<file path="src/rtl/imem_load_ctrl.sv">
// Instruction-memory loader: streams len words into the CPU's IMEM, then releases the CPU and watches for halt/timeout.
// Optional build macro IMEM_CHECKSUM_EN adds chk_expect and gates RUN on a mod-2^32 word sum.
module imem_load_ctrl #(
  parameter int DEPTH      = 256,
  parameter int AW         = 8,
  parameter int MAX_CYCLES = 1024
) (
  input  logic          CLK,
  input  logic          RST,
  input  logic          start,
  input  logic [AW:0]   len,
  input  logic          in_valid,
  input  logic [31:0]   in_data,
  output logic          in_ready,
  output logic [31:0]   W_Ins,
  output logic [AW-1:0] W_Addr,
  output logic          WE,
  input  logic [31:0]   PC,
  output logic          cpu_rst_n,
  output logic          busy,
  output logic          halt,
  output logic          err,
  output logic [31:0]   cyc_cnt
`ifdef IMEM_CHECKSUM_EN
  ,
  input  logic [31:0]   chk_expect
`endif
);

  typedef enum logic [1:0] {
    S_IDLE = 2'd0,
    S_LOAD = 2'd1,
    S_RUN  = 2'd2,
    S_HALT = 2'd3
  } state_t;

  state_t        state_q, state_d;
  logic [AW:0]   len_q, len_d;
  logic [AW:0]   wcnt_q, wcnt_d;
  logic          we_q, we_d;
  logic [31:0]   w_ins_q, w_ins_d;
  logic [AW-1:0] w_addr_q, w_addr_d;
  logic          in_ready_q, in_ready_d;
  logic          cpu_rst_n_q, cpu_rst_n_d;
  logic          busy_q, busy_d;
  logic          halt_q, halt_d;
  logic          err_q, err_d;
  logic [31:0]   cyc_cnt_q, cyc_cnt_d;
  logic [31:0]   sum_q, sum_d;

  logic          xfer_s;
  logic          len_ok_s;
  logic          pc_hit_s;
  logic          chk_ok_s;
  logic [31:0]   cnt_inc_s;

  assign xfer_s    = in_valid && in_ready_q;
  assign len_ok_s  = (len != '0) && ({{(31-AW){1'b0}}, len} <= 32'(DEPTH));
  assign pc_hit_s  = (PC == {{(29-AW){1'b0}}, len_q, 2'b00});
  assign cnt_inc_s = (cyc_cnt_q == 32'hFFFF_FFFF) ? cyc_cnt_q : (cyc_cnt_q + 32'd1);

`ifdef IMEM_CHECKSUM_EN
  assign chk_ok_s = (sum_q == chk_expect);
`else
  assign chk_ok_s = 1'b1;
`endif

  // Next-state and next-output logic; every status output is computed from the next state so it is registered.
  always_comb begin
    state_d   = state_q;
    len_d     = len_q;
    wcnt_d    = wcnt_q;
    we_d      = 1'b0;
    w_ins_d   = w_ins_q;
    w_addr_d  = w_addr_q;
    err_d     = err_q;
    cyc_cnt_d = cyc_cnt_q;
    sum_d     = sum_q;

    case (state_q)
      S_IDLE, S_HALT: begin
        if (start) begin
          if (len_ok_s) begin
            state_d = S_LOAD;
            len_d   = len;
            wcnt_d  = '0;
            err_d   = 1'b0;
            sum_d   = 32'd0;
          end else begin
            err_d = 1'b1;
          end
        end else begin
          state_d = state_q;
        end
      end
      S_LOAD: begin
        if (xfer_s) begin
          we_d     = 1'b1;
          w_ins_d  = in_data;
          w_addr_d = wcnt_q[AW-1:0];
          wcnt_d   = wcnt_q + (AW+1)'(1);
          sum_d    = sum_q + in_data;
        end else if (we_q && (wcnt_q == len_q)) begin
          // Last write is on the bus this cycle; the sum is now complete.
          if (chk_ok_s) begin
            state_d   = S_RUN;
            cyc_cnt_d = 32'd0;
          end else begin
            state_d = S_HALT;
            err_d   = 1'b1;
          end
        end else begin
          state_d = S_LOAD;
        end
      end
      S_RUN: begin
        cyc_cnt_d = cnt_inc_s;
        if (pc_hit_s) begin
          state_d = S_HALT;
        end else if (cnt_inc_s == 32'(MAX_CYCLES)) begin
          state_d = S_HALT;
          err_d   = 1'b1;
        end else begin
          state_d = S_RUN;
        end
      end
      default: begin
        state_d = S_IDLE;
      end
    endcase

    in_ready_d  = (state_d == S_LOAD) && (wcnt_d != len_d);
    cpu_rst_n_d = (state_d == S_RUN);
    busy_d      = (state_d == S_LOAD) || (state_d == S_RUN);
    halt_d      = (state_d == S_HALT);
  end

  // State and output registers; reset aborts any load or run in progress.
  always_ff @(posedge CLK or negedge RST) begin
    if (!RST) begin
      state_q     <= S_IDLE;
      len_q       <= '0;
      wcnt_q      <= '0;
      we_q        <= 1'b0;
      w_ins_q     <= 32'd0;
      w_addr_q    <= '0;
      in_ready_q  <= 1'b0;
      cpu_rst_n_q <= 1'b0;
      busy_q      <= 1'b0;
      halt_q      <= 1'b0;
      err_q       <= 1'b0;
      cyc_cnt_q   <= 32'd0;
      sum_q       <= 32'd0;
    end else begin
      state_q     <= state_d;
      len_q       <= len_d;
      wcnt_q      <= wcnt_d;
      we_q        <= we_d;
      w_ins_q     <= w_ins_d;
      w_addr_q    <= w_addr_d;
      in_ready_q  <= in_ready_d;
      cpu_rst_n_q <= cpu_rst_n_d;
      busy_q      <= busy_d;
      halt_q      <= halt_d;
      err_q       <= err_d;
      cyc_cnt_q   <= cyc_cnt_d;
      sum_q       <= sum_d;
    end
  end

  assign in_ready  = in_ready_q;
  assign W_Ins     = w_ins_q;
  assign W_Addr    = w_addr_q;
  assign WE        = we_q;
  assign cpu_rst_n = cpu_rst_n_q;
  assign busy      = busy_q;
  assign halt      = halt_q;
  assign err       = err_q;
  assign cyc_cnt   = cyc_cnt_q;

endmodule

</file>
<file path="config.mk">
export PLATFORM = sky130hd
export DESIGN_NAME = imem_load_ctrl
export DESIGN_NICKNAME = d
export VERILOG_FILES = /design/src/rtl/imem_load_ctrl.sv
export SDC_FILE = /design/constraint.sdc
export NUM_CORES = 1
export LEC_CHECK = 0
export BUFFER_PORTS_ARGS = -buffer_cell sky130_fd_sc_hd__buf_2
export CAP_MARGIN = 40
export CORE_UTILIZATION = 40
export DETAILED_ROUTE_END_ITERATION = 16
export GPL_TIMING_DRIVEN = 0
export PLACE_DENSITY_LB_ADDON = 0.12
export SYNTH_ARGS = -nofsm -noshare
export SYNTH_HDL_FRONTEND = slang
export SYNTH_SLANG_ARGS = --single-unit
</file>
<file path="constraint.sdc">
create_clock -name CLK -period 7.55 [get_ports CLK]
set_clock_uncertainty 0.15 [all_clocks]
set_input_delay 0.755 -clock CLK [delete_from_list [all_inputs] [get_ports CLK]]
set_output_delay 0.755 -clock CLK [all_outputs]
set_load 0.02 [all_outputs]
</file>
==> flow_summary_export.csv, run 1 <==
group,metric,value,unit
synth,syn-num-nets,691,
clock_tree,cts_tree,"yes",
outcome,status,"complete, no violations",
placed_design,dp_hpwl,13800,um
clock_tree,cts_hold_buf,0,
power,p_per_area,270,nW/um^2
global_routing,grt_pass1_wl,28600,um
die,die-area,15100,um^2
job,max_cap_violations,0,
critical_path,startpoint_type,"flip-flop",
layout,syn2layout_area_growth,22.3,%
layout,diodes,0,
die,core_area,14000,um^2
sta,worst_pin_slew,813,ps
critical_path,cp_slowest_cell,"nor4_1",
synth,synth_top_cell_by_area,"dfrtp_1",
routing,drt-wirelength-per-cell,18.9,um
layout,nFillCells,1333,
layout,final_cell_count_no_fill,958,
synth,syn_avg_cell_area,9.61,um^2
layout,layout-drive-gt1-share,30.8,%
synth,synth.area.top_cells,"dfrtp_1, mux2_2, xnor2_1",
synth,synthCells,607,
die,die_w,123,um
routing,dr.pass1.iters,5,
critical_path,critPathMaxFanout,10,
placed_design,place.gp.congestion,0.894,
sta,rsz0062_at_grt,"no",
routing,route.detailed.drc,0,
routing,via_per_inst,5.78,
critical_path,critPathRequiredTime,7680,ps
layout,final_nets,857,
clock_tree,cts_setup_buffers,0,
synth,synth_top_area_share,42.0,%
synth,synth_edf_count,0,
sta,fmax,0.228,GHz
die,row_count,43,
sta,setup_ws,3170,ps
critical_path,path_cells,"ha_1, buf_2, and4_1, clkbuf_1, nand4_2, nor4_1, xor2_1, or4_1, nor4_1, and4_1, o21a_1, ha_1, o41a_1",
clock_tree,cts_resized,0,
routing,drt-total-wl,18100,um
synth,synth_top_flop_cell,"dfrtp_1",
die,fp.dieH,123,um
synth,yosysSeqAreaShare,42.0,%
sta,max_slew_margin,45.3,%
placed_design,dpl.cell_count,942,
power,ir_worst_vdd,0.182,mV
sta,fin_setup_tns,0,ps
layout,multi_input_area,3170,um^2
sta,hold_viol,0,
routing,num_vias,5535,
clock_tree,clk_pin_slew,80,ps
sta,finalSetupViolCount,0,
clock_tree,cts_sinks,98,
placed_design,port_buffers,154,
critical_path,worstSetupPathType,"reg -> reg",
routing,drt-initial-drc-count,344,
die,start_util,41.5,%
routing,antenna_left,0,
clock_tree,clock_path_buffers,2,
clock_tree,insertion_delay,350,ps
global_routing,grt_pass1_vias,5318,
clock_tree,root_buffer,"clkbuf_16",
synth,synth.distinct_cells,63,
sta,min_period,4380,ps
clock_tree,cts_made_buffers,9,
min_path,hold_path_class,"in -> async",
synth,synth.most_common_cell,"dfrtp_1",
global_routing,overflow,0,
critical_path,critPathCaptureType,"flip-flop",
critical_path,crit_path_max_incr_delay,660,ps
global_routing,grt_usage,25.0,%
sta,min_period_over_period,58.0,%
placed_design,pre_cts_ws,3360,ps
synth,netlist_area,5830,um^2
global_routing,grt_max_degree,58,
critical_path,arrival,4510,ps
die,ioPinCount,155,
synth,async_flop_share,100,%
sta,slew_viol_final,0,
power,p_leak,3.26,nW
global_routing,antenna_found_initial,0,
synth,synthTopCellsByCount,"dfrtp_1, mux2_2, nand2_1, o21ai_0",
clock_tree,cts_max_level,3,
synth,ys_warn_count,0,
synth,ys_seq_elements,98,
layout,seqCellArea,2450,um^2
==> final cells by class <==
| cell class | instances | share of cell area [%] |
|---|---|---|
| timing repair buffer | 155 | 11.1 |
| sequential | 98 | 34.4 |
| tap | 180 | 3.16 |
| clock inverter | 7 | 0.824 |
| multi-input combinational | 456 | 44.4 |
| inverter | 16 | 0.842 |
| clock buffer | 9 | 3.16 |
| buffer | 37 | 2.17 |
==> layout by cell type, fill, tap and decap left out, types with 4 or more instances in the layout <==
master,netlist,routed
buf_2,7,160
dfrtp_1,98,98
mux2_2,48,48
nand2_1,37,37
o21ai_0,35,35
nor2_1,30,30
xnor2_1,30,30
clkbuf_1,28,28
a21oi_1,27,27
nand4_1,25,25
nand3_1,25,25
nor3_1,17,17
and3_1,17,17
o21ai_1,17,17
inv_1,16,16
nor4_1,14,14
a31oi_1,13,13
xor2_1,10,10
o31ai_1,10,10
clkbuf_16,0,9
and2_1,8,8
and4_1,7,7
ha_1,7,7
nand2b_1,6,6
nor3b_1,6,6
or4_1,5,5
a22o_1,5,5
a211oi_1,4,4
o21a_1,4,4
==> cell families after synthesis <==
| logic type | synth area share, % |
|---|---|
| AO/OA/AOI/OAI | 15.4 |
| multiplexers | 10.4 |
| AND/OR/NAND/NOR | 20.9 |
| buffers and inverters | 3.69 |
| XOR/XNOR | 6.00 |
| flip-flops | 42.0 |
| adder cells (fa/ha/maj) | 1.50 |
==> registers in the layout (all words and copies together), names as in the netlist <==
name	flops
WE	1
W_Addr	8
W_Ins	32
busy	1
cpu_rst_n	1
cyc_cnt	32
err	1
halt	1
in_ready	1
len_q	9
state_q	2
wcnt_q	9
==> worst max-delay path, delay by kind of cell, from the launching register on <==
| kind | cells | cell delay (ps) |
|---|---|---|
| and+or+nand+nor | 6 | 2220 |
| xor gates and xnor gates | 1 | 200 |
| AOI/OAI and AO/OA | 2 | 340 |
| adders and majority gates | 2 | 390 |
| buffers and inverters | 2 | 480 |
| DFF | 1 | 510 |
==> worst paths after layout <==
check / startpoint / end / slack (ps) / cells past startpoint
worst max-delay path: cyc_cnt[0] / in_ready / 3170 / 13
worst min-delay path: RST / cyc_cnt[10] / 300 / 1
worst max register to register: cyc_cnt[0] / in_ready / 3170 / 13
worst min register to register: W_Addr[0] / W_Addr[0] / 350 / 1
max in group asynchronous: RST / len_q[6] / 6200 / 2
min in group CLK: W_Addr[0] / W_Addr[0] / 350 / 1
==> metal layers <==
| metal | routed length [um] | track usage [%] | vias to the layer above | part of all wire [%] |
|---|---|---|---|---|
| li1 | - | - | 2594 | - |
| met1 | 8530 | 36.0 | 2701 | 47 |
| met2 | 8150 | 38.1 | 217 | 45 |
| met3 | 1160 | 3.95 | 23 | 6.4 |
| met4 | 290 | 8.31 | 0 | 1.6 |
| met5 | 0 | 0 | - | 0 |
==> power breakdown <==
| group | internal, W | switching, W | leakage, nW |
|---|---|---|---|
| registers | 0.000660 | 0.0000949 | 1.27 |
| clock network | 0.000231 | 0.000225 | 0.144 |
| logic | 0.000308 | 0.000410 | 1.84 |
| total | 0.00120 | 0.000729 | 3.26 |
==> metrics by stage <==
| step | instance area, um^2 | hold slack, ps | total power, W | util (%) |
|---|---|---|---|---|
| floorplan | 5830 | 309 | 0.00123 | - |
| global placement | 6830 | 324 | 0.00147 | 48.6 |
| detailed placement | 6850 | 337 | 0.00149 | 48.8 |
| CTS | 7140 | 352 | 0.00195 | 50.8 |
| global route | 7140 | 365 | 0.00204 | 50.8 |
| finish | 7140 | 304 | 0.00193 | 50.8 |
Power figures use the tool's default switching activity.
==> inputs of run 2 (changes only) <==
Clock period 7.55 ns to 3.6 ns, I/O delays scaled along.
==> flow_summary_export.csv, run 2 (synthesized netlist as in run 1, its figures left out) <==
group,metric,value,unit
sta,min_period_over_period,97.5,%
power,p_per_area,544,nW/um^2
outcome,status,"complete, no violations",
critical_path,critPathMaxFanout,8,
clock_tree,clock_path_buffers,2,
placed_design,dp_hpwl,13800,um
critical_path,worstSetupPathType,"reg -> reg",
layout,final_nets,868,
sta,hold_viol,0,
sta,finalSetupViolCount,0,
placed_design,place.gp.congestion,0.894,
layout,diodes,0,
clock_tree,root_buffer,"clkbuf_16",
critical_path,worst_r2r_endpoint,"in_ready",
routing,drt-initial-drc-count,334,
power,p_leak,3.48,nW
job,max_cap_violations,0,
critical_path,r2r_start,"cyc_cnt[19]",
global_routing,grt_usage,25.4,%
routing,via_per_inst,5.79,
global_routing,grt_pass1_vias,5444,
routing,drt-total-wl,18500,um
sta,fin_setup_tns,0,ps
sta,fmax,0.285,GHz
global_routing,antenna_found_initial,0,
clock_tree,insertion_delay,350,ps
die,row_count,43,
critical_path,reg2reg_slack,90,ps
layout,nFillCells,1314,
min_path,whs_endpoint,"W_Ins[30]",
layout,layout_commonest_cell,"buf_2",
global_routing,overflow,0,
sta,rsz0062_at_grt,"yes",
clock_tree,cts_made_buffers,9,
critical_path,startpoint_type,"flip-flop",
sta,worst_pin_slew,774,ps
min_path,holdPathStages,2,
die,ioPinCount,155,
clock_tree,cts_sinks,98,
die,die_w,123,um
routing,dr.pass1.iters,4,
min_path,hold_path_class,"in -> reg",
layout,mostFrequentLayoutCells,"buf_2, dfrtp_1, mux2_2, nand2_1, o21ai_0",
critical_path,arrival,3640,ps
placed_design,port_buffers,154,
sta,min_period,3510,ps
layout,syn2layout_area_growth,27.5,%
clock_tree,cts_max_level,3,
die,die-area,15100,um^2
die,fp.dieH,123,um
critical_path,critPathRequiredTime,3730,ps
sta,max_slew_margin,47.0,%
clock_tree,clk_pin_slew,80,ps
critical_path,critPathCaptureType,"flip-flop",
sta,whs,84.3,ps
routing,antenna_left,0,
sta,slew_viol_final,0,
placed_design,dpl.cell_count,942,
die,core_area,14000,um^2
routing,drt-wirelength-per-cell,19.1,um
layout,final_cell_count_no_fill,969,
clock_tree,cts_tree,"yes",
global_routing,grt_pass1_wl,29100,um
die,start_util,41.5,%
power,ir_worst_vdd,0.382,mV
routing,num_vias,5613,
routing,route.detailed.drc,0,
global_routing,grt_max_degree,58,
layout,layout-drive-gt1-share,35.4,%
min_path,min-delay-start,"in_data[30]",
critical_path,r2r_cells,11,
[run 2: cell types whose count changed in the layout (fill, tap and decap cells not counted), sizes merged]
cell	previous run	this run
dlygate4sd3	0	1
buf	164	177
clkbuf	37	34
[run 2: what timing repair did]
| action | 4_1_cts | 5_1_grt |
|---|---|---|
| resized for setup | 23 | 22 |
| setup endpoints to repair | 6 | 4 |
| hold buffers | 1 | 0 |
| pin swaps | 3 | 6 |
| hold endpoints to repair | 56 | 0 |
| setup buffers | 6 | 8 |
[run 2: per-stage QoR]
step                      utilization, %  power [W]  instance area, um^2  worst slack [ps]
after floorplan                        -    0.00258                 5830              13.6
after CTS                           52.1    0.00409                 7320              15.7
after global placement              48.6    0.00308                 6830              -665
after global routing                53.0    0.00428                 7440             -1.93
final                               53.0    0.00404                 7440              90.5
after detailed placement            48.8    0.00313                 6850              -594
[run 2: cell type report]
class	instances	area (um^2)	share of cell area, %
multi-input combinational	456	3350	45.1
tap	180	225	3.03
clock buffer	9	225	3.03
clock inverter	7	58.8	0.791
buffer	33	150	2.02
sequential	98	2460	33.0
timing repair buffer	170	908	12.2
inverter	16	60.1	0.808
[run 2: how the worst max path moves through the flow]
| stage | from | end | slack, ps | cells past startpoint |
|---|---|---|---|---|
| 2_1_floorplan | cyc_cnt[0] | in_ready | 10 | 13 |
| 4_1_cts | cyc_cnt[0] | in_ready | 20 | 14 |
| 3_3_place_gp | cyc_cnt[0] | in_ready | -670 | 13 |
| 5_1_grt | cyc_cnt[0] | in_ready | -2 | 14 |
| 3_5_place_dp | cyc_cnt[0] | in_ready | -590 | 13 |
| 6_report | cyc_cnt[19] | in_ready | 90 | 11 |
[run 2: power breakdown]
| part | internal [W] | leakage (nW) | switching (W) |
|---|---|---|---|
| combinational | 0.000647 | 2.07 | 0.000857 |
| sequential | 0.00138 | 1.27 | 0.000198 |
| clock | 0.000485 | 0.144 | 0.000473 |
| total | 0.00252 | 3.48 | 0.00153 |
[run 2: metal layers]
metal	share of wire [%]	up-vias	track usage, %
li1	-	2612	-
met1	45	2714	35.9
met2	45	259	38.5
met3	7.5	28	4.41
met4	1.8	0	9.60
met5	0	-	0
[run 2: worst max-delay path, stage by stage, from the launching register on]
cell and delay, ps:
dfrtp_1 500, nand4_1 280, buf_4 240, nor3_1 330
nor4bb_4 400, mux2_2 420, a21o_1 170, nor4_1 150
and4_1 240, o21a_1 190, ha_1 210, o41a_1 150
==> inputs of run 3 (changes only) <==
Settings changed: CORE_UTILIZATION 40 to 27, PLACE_DENSITY set to 0.5, PLACE_DENSITY_LB_ADDON 0.12 to not set.
==> flow_summary_export.csv, run 3 (synthesized netlist as in run 1, its figures left out) <==
group,metric,value,unit
sta,min_period,3480,ps
sta,fin_setup_tns,0,ps
global_routing,grt_usage,17.8,%
global_routing,antenna_found_initial,0,
global_routing,grt_pass1_wl,30400,um
clock_tree,clock_path_buffers,2,
critical_path,critPathMaxFanout,7,
layout,final_nets,875,
clock_tree,cts_made_buffers,9,
min_path,hold_path_class,"in -> reg",
layout,syn2layout_area_growth,30.9,%
die,ioPinCount,155,
layout,diodes,0,
layout,fin_util,36.2,%
sta,hold_viol,0,
clock_tree,insertion_delay,360,ps
placed_design,dp_hpwl,14200,um
sta,slew_viol_final,0,
power,p_leak,3.54,nW
power,ir_worst_vdd,0.380,mV
clock_tree,clk_pin_slew,80,ps
layout,layout_commonest_cell,"buf_2",
sta,min_period_over_period,96.7,%
layout,layout-drive-gt1-share,36.3,%
clock_tree,cts_max_level,3,
placed_design,place.gp.congestion,0.911,
routing,drt-wirelength-per-cell,18.0,um
power,p_per_area,534,nW/um^2
global_routing,grt_pass1_vias,5495,
routing,dr.pass1.iters,5,
critical_path,worstSetupPathType,"reg -> reg",
die,start_util,27.7,%
outcome,status,"complete, no violations",
die,row_count,53,
routing,drt-initial-drc-count,413,
clock_tree,cts_sinks,98,
die,die-area,22200,um^2
sta,finalSetupViolCount,0,
global_routing,overflow,0,
critical_path,critPathCaptureType,"flip-flop",
routing,route.detailed.drc,0,
critical_path,startpoint_type,"flip-flop",
routing,via_per_inst,5.23,
placed_design,port_buffers,154,
die,fp.dieH,149,um
critical_path,arrival,3560,ps
die,die_w,149,um
sta,fmax,0.287,GHz
job,max_cap_violations,0,
clock_tree,root_buffer,"clkbuf_16",
layout,mostFrequentLayoutCells,"buf_2, dfrtp_1, mux2_2, nand2_1, o21ai_0",
routing,num_vias,5603,
sta,max_slew_margin,40.8,%
routing,antenna_left,0,
die,core_area,21100,um^2
critical_path,critPathRequiredTime,3680,ps
clock_tree,cts_tree,"yes",
routing,drt-total-wl,19300,um
sta,worst_pin_slew,879,ps
global_routing,grt_max_degree,64,
[run 3: worst paths after layout]
check,from,slack (ps),depth (start not counted),to
min,in_data[20],70,2,W_Ins[20]
min reg2reg,W_Addr[2],340,2,W_Addr[2]
max in group asynchronous,RST,2240,3,W_Ins[3]
max reg2reg,cyc_cnt[20],120,11,in_ready
max,cyc_cnt[20],120,11,in_ready
min in group asynchronous,RST,360,2,cyc_cnt[31]
[run 3: worst max-delay path: stages (launching register included)]
cell and delay, ps:
dfrtp_1 490, nand4_1 290, buf_4 240, nor4_1 760, xnor2_1 110, and3_1 220
a21oi_2 270, nor3_1 70, and4_1 180, o21a_1 220, ha_1 220, o41a_1 140
[run 3: layout make-up]
class                           instances  area (um^2)
Clock buffer                           10          239
Tap cell                              275          344
Inverter                               16         60.1
Sequential cell                        98         2450
Timing Repair Buffer                  179          983
Fill cell                            2189        13400
Buffer                                 31          144
Multi-Input combinational cell        456         3360
Clock inverter                          6         55.1
[run 3: stage by stage]
stage	hold slack [ps]	area [um^2]	power [W]	instances	worst slack, ps
floorplan	-85.6	5830	0.00258	607	13.6
global placement	312	6950	0.00311	1036	-608
detailed placement	215	6980	0.00312	1037	-651
CTS	61.1	7530	0.00412	1065	2.82
global route	67.0	7640	0.00434	1071	-47.5
finish	72.2	7640	0.00408	1071	119
[run 3: power by group]
group	internal (W)	total [W]	switching, W
Combinational	0.000669	0.00153	0.000864
Sequential	0.00138	0.00157	0.000189
Clock	0.000503	0.000972	0.000469
[run 3: repair_timing]
action	CTS	global route
setup endpoints to repair	6	5
hold endpoints to repair	35	0
setup buffers	14	9
pin swaps	7	8
resized for setup	28	17
hold buffers	1	0
[run 3: layer usage]
metal / global-route usage [%] / up-vias / part of all wire [%]
met5: 0 / - / 0
met4: 8.52 / 0 / 2.6
met3: 3.46 / 32 / 6.6
met2: 26.2 / 216 / 44
met1: 24.8 / 2711 / 46
li1: - / 2644 / -
